==> config.mk <==
export PLATFORM = sky130hd
export DESIGN_NAME = gpio_sram_scan_ctrl
export DESIGN_NICKNAME = d
export VERILOG_FILES = /design/src/rtl/gpio_sram_scan_ctrl_pkg.sv /design/src/rtl/scan_frame_reg.sv /design/src/rtl/gpio_sram_scan_ctrl.sv
export SDC_FILE = /design/constraint.sdc
export NUM_CORES = 1
export LEC_CHECK = 0
export ABC_AREA = 1
export BUFFER_PORTS_ARGS = -buffer_cell sky130_fd_sc_hd__buf_2
export CORE_AREA = 2 2 457 459
export CTS_BUF_LIST = sky130_fd_sc_hd__clkbuf_16
export CTS_CLUSTER_SIZE = 8
export DETAILED_ROUTE_END_ITERATION = 16
export DIE_AREA = 0 0 459 461
export PLACE_DENSITY_LB_ADDON = 0.25
export SYNTH_ARGS = -nofsm -noshare
export SYNTH_HDL_FRONTEND = slang
export SYNTH_SLANG_ARGS = --single-unit
==> constraint.sdc <==
create_clock -name gpio_clk -period 2.9 [get_ports gpio_clk]
set_input_delay 0.145 -clock gpio_clk [delete_from_list [all_inputs] [get_ports gpio_clk]]
set_output_delay 0.145 -clock gpio_clk [all_outputs]
set_load 0.02 [all_outputs]
==> src/rtl/gpio_sram_scan_ctrl_pkg.sv <==
// rtl/gpio_sram_scan_ctrl_pkg.sv - shared frame layout and sizing for the SRAM scan controller
package gpio_sram_scan_ctrl_pkg;

    localparam int FRAME_W  = 112;
    localparam int NUM_SRAM = 16;
    localparam int NUM_DP   = 8;
    localparam int SEL_W    = 4;
    localparam int ADDR_W   = 16;
    localparam int DATA_W   = 32;
    localparam int MASK_W   = 4;

    // Field order is MSB first, so sel is the first group shifted in.
    typedef struct packed {
        logic [SEL_W-1:0]  sel;
        logic [ADDR_W-1:0] addr0;
        logic [DATA_W-1:0] din0;
        logic              csb0;
        logic              web0;
        logic [MASK_W-1:0] wmask0;
        logic [ADDR_W-1:0] addr1;
        logic [DATA_W-1:0] din1;
        logic              csb1;
        logic              web1;
        logic [MASK_W-1:0] wmask1;
    } frame_t;

endpackage

==> src/rtl/scan_frame_reg.sv <==
// rtl/scan_frame_reg.sv - 112-bit command frame with serial shift and read-data load
module scan_frame_reg
    import gpio_sram_scan_ctrl_pkg::*;
(
    input  logic              clk,
    input  logic              rst_n,
    input  logic              scan,
    input  logic              serial_in,
    input  logic              load,
    input  logic [DATA_W-1:0] load_din0,
    input  logic [DATA_W-1:0] load_din1,
    output frame_t            frame
);

    // Shift has priority so a stray load pulse cannot corrupt a frame mid-scan.
    always_ff @(posedge clk or negedge rst_n) begin
        if (!rst_n) begin
            frame <= '0;
        end else if (scan) begin
            frame <= frame_t'({frame[FRAME_W-2:0], serial_in});
        end else if (load) begin
            frame.din0 <= load_din0;
            frame.din1 <= load_din1;
        end
    end

endmodule

==> src/rtl/gpio_sram_scan_ctrl.sv <==
// rtl/gpio_sram_scan_ctrl.sv - GPIO scan-chain front end driving the test SRAM array
module gpio_sram_scan_ctrl
    import gpio_sram_scan_ctrl_pkg::*;
(
    input  logic                         gpio_clk,
    input  logic                         gpio_resetn,
    input  logic                         gpio_in,
    input  logic                         gpio_scan,
    input  logic                         gpio_sram_load,
    input  logic                         global_csb,
    output logic                         gpio_out,
    output logic [NUM_SRAM-1:0]          sram_csb0,
    output logic [NUM_SRAM-1:0]          sram_csb1,
    output logic                         sram_web0,
    output logic                         sram_web1,
    output logic [MASK_W-1:0]            sram_wmask0,
    output logic [MASK_W-1:0]            sram_wmask1,
    output logic [ADDR_W-1:0]            sram_addr0,
    output logic [ADDR_W-1:0]            sram_addr1,
    output logic [DATA_W-1:0]            sram_din0,
    output logic [DATA_W-1:0]            sram_din1,
    input  logic [NUM_SRAM*DATA_W-1:0]   sram_dout0,
    input  logic [NUM_SRAM*DATA_W-1:0]   sram_dout1
);

    frame_t            frame;
    logic [DATA_W-1:0] dout0_q;
    logic [DATA_W-1:0] dout1_q;
    logic              acc_q;
    logic              acc_dual_q;
    logic [SEL_W-1:0]  acc_sel_q;
    logic [8:0]        rd_base;

    scan_frame_reg u_frame (
        .clk       (gpio_clk),
        .rst_n     (gpio_resetn),
        .scan      (gpio_scan),
        .serial_in (gpio_in),
        .load      (gpio_sram_load),
        .load_din0 (dout0_q),
        .load_din1 (dout1_q),
        .frame     (frame)
    );

    assign gpio_out = frame[FRAME_W-1];

    // Reset gates every select so a cleared frame (sel=0, csb=0) cannot hit slot 0.
    always_comb begin
        sram_csb0 = '1;
        sram_csb1 = '1;
        for (int k = 0; k < NUM_SRAM; k++) begin
            sram_csb0[k] = !gpio_resetn || global_csb || frame.csb0 || (frame.sel != SEL_W'(k));
            sram_csb1[k] = (k >= NUM_DP) || !gpio_resetn || global_csb || frame.csb1
                           || (frame.sel != SEL_W'(k));
        end
    end

    assign sram_web0   = frame.web0;
    assign sram_web1   = frame.web1;
    assign sram_wmask0 = frame.wmask0;
    assign sram_wmask1 = frame.wmask1;
    assign sram_addr0  = frame.addr0;
    assign sram_addr1  = frame.addr1;
    assign sram_din0   = frame.din0;
    assign sram_din1   = frame.din1;

    assign rd_base = {acc_sel_q, 5'd0};

    // Slot and port-1 enable are latched with the access so capture uses the accessed slot.
    always_ff @(posedge gpio_clk or negedge gpio_resetn) begin
        if (!gpio_resetn) begin
            acc_q      <= 1'b0;
            acc_dual_q <= 1'b0;
            acc_sel_q  <= '0;
            dout0_q    <= '0;
            dout1_q    <= '0;
        end else begin
            acc_q      <= !global_csb;
            acc_sel_q  <= frame.sel;
            acc_dual_q <= !frame.csb1 && (frame.sel < SEL_W'(NUM_DP));
            if (acc_q) begin
                dout0_q <= sram_dout0[rd_base +: DATA_W];
                dout1_q <= acc_dual_q ? sram_dout1[rd_base +: DATA_W] : '0;
            end
        end
    end

endmodule

==> impl_metrics.toml <==
[timing]
setup_tns_ns = 0
fmax_mhz = 393
hold_violations = 0
slew_viol_final = 0
fin_crit_ns = 2.55
fin_crit_sh = 0.878
rsz0062_at_grt = "no"
clock-skew-final_ns = 0.0221
hold_ws_ns = 0.0867
worst_slew_pin_slew_ns = 0.853
max_slew_margin = 0.432
setup_violations = 0

[power_and_ir_drop]
power.density_mw_per_mm2 = 537
ir_drop_v = 0.000475
leakagePower_nw = 15.8

[yosys]
ys_ff_latch = 182
syn_avg_cell_area_sq_um = 5.48
yosysSeqAreaShare = 0.229
ys_warn_count = 0
netlist_area_sq_mm = 0.0199
ys_types = 18
synth_cells = 3623

[floorplan]
die_w_um = 459
die_h_um = 461
die-area_sq_mm = 0.212
num_io_pins = 1169
start_util = 0.0962
core_sq_mm = 0.206
fp-row-count = 167

[global_routing]
antenna_found_initial = 96
grt_overflow = 0
grt_pass1_wl_um = 228000
grt_pass1_vias = 27800
grt_max_degree = 112
track_usage = 0.154

[critical_path]
crit_arrival_ns = 3.01
path_class = "reg2reg"
worstPathRequired_ns = 3.37
start_kind = "register"
crit_path_end_kind = "register"
path_max_fanout = 111

[cts]
cts_max_level = 4
clock_path_buffers = 2
clock_sinks = 182
cts_tree = "built"
cts_setup_buffers = 0
numCtsBuffers = 17
clkLatencyLatePin_ns = 0.53
clk_pin_slew_ns = 0.10
root_buffer = "clkbuf_16"

[placement]
hpwl_um = 144000
portBuffers = 1160
place_area_sq_mm = 0.0277
gp_congestion = 0.925

[cells_and_area]
layout_common_cells = "nand2_1 (1632), buf_2 (1158), nand3_1 (768)"
nets = 5574
syn_to_final_growth_pct = 43.3
final_area_sq_mm = 0.0285
layout_commonest_cell = "nand2_1"
drive_gt1_frac = 0.287

[hold_path]
hold_class = "in2async"

[route]
drt-wirelength-per-cell_um = 23.4
wirelength_um = 170000
drt_iter0_drc = 2124
antenna_left = 0
drt_first_pass_iters = 6
vias = 27800
viasPerCell = 3.81
drcViolationCount = 0

[job]
cap_violations = 0

[run_status]
status = "finished clean"
final timing paths:
kind,start,endpoint,slack [ns],cells past startpoint
min in group gpio_clk,sram_dout1[43],dout1_q[11],0.14,9
hold / removal,gpio_resetn,u_frame.frame[48],0.09,2
max in group asynchronous,gpio_resetn,acc_sel_q[0],1.52,3
setup / recovery,acc_sel_q[0],dout0_q[18],0.35,9
setup reg to reg,acc_sel_q[0],dout0_q[18],0.35,9
hold reg to reg,u_frame.frame[110],acc_sel_q[2],0.49,0
repair_timing:
action                    CTS  global route
hold buffers                4             0
resized for setup           0             0
hold endpoints to repair   92             0
final cells by class:
class,instances,area [sq um]
Clock buffer,17,425
Inverter,421,1630
Fill cell,24800,178000
Sequential cell,182,4570
Timing Repair Buffer,1267,6960
Clock inverter,15,214
Antenna cell,27,67.6
Tap cell,2704,3380
Multi-Input combinational cell,2655,11200
flip-flops by register name, summed over array words and instances (netlist names):
name,count
u_frame.frame,112
acc_dual_q,1
dout0_q,32
dout1_q,32
acc_sel_q,4
acc_q,1
Yosys cell counts, drive strengths merged:
master | count | area share
nand2 | 1632 | 0.31
conb | 1 | 0.00019
buf | 314 | 0.12
clkbuf | 58 | 0.011
dfrtp | 182 | 0.23
o21ai | 38 | 0.0096
o22ai | 64 | 0.020
nor2 | 77 | 0.015
nor3 | 68 | 0.017
nand3 | 768 | 0.19
inv | 421 | 0.080
logic make-up after synthesis:
group	after synthesis	share of synthesized area
other	1	0.000189
AO/OA/AOI/OAI	102	0.0297
flip-flops	182	0.229
AND/OR/NAND/NOR	2545	0.534
buffers and inverters	793	0.207
worst max-delay path: stages (launching register included):
cell     delay (ns)
dfrtp_4        0.59
buf_12         0.36
nand2_1        0.11
nand3_1        0.14
nand3_1        0.45
nand2_1        0.31
nand2_1        0.11
nand2_1        0.08
nand2_1        0.05
nand2_1        0.07
where the power goes:
part,switching (W),internal [W]
Clock,0.00150,0.00128
Sequential,0.000886,0.00316
Combinational,0.00587,0.00259
Total,0.00825,0.00703
per-stage QoR:
step                      worst slack, ns  cells   util  total power [W]
final                               0.354   7288  0.138           0.0153
after global routing                0.177   7275  0.138           0.0165
after CTS                           0.218   7261  0.138           0.0157
after detailed placement            0.256   7225  0.134           0.0128
after global placement              0.191   7225  0.134           0.0128
after floorplan                      1.42   3630      -          0.00862
layer usage:
metal	vias to the layer above	routed length, um	GRT usage
met4	42	4610	0.0409
met3	214	11600	0.0325
met5	-	285	0
li1	13000	-	-
met2	1257	81600	0.267
met1	13200	72300	0.193
Note: power is estimated with default switching activity, not from simulation.
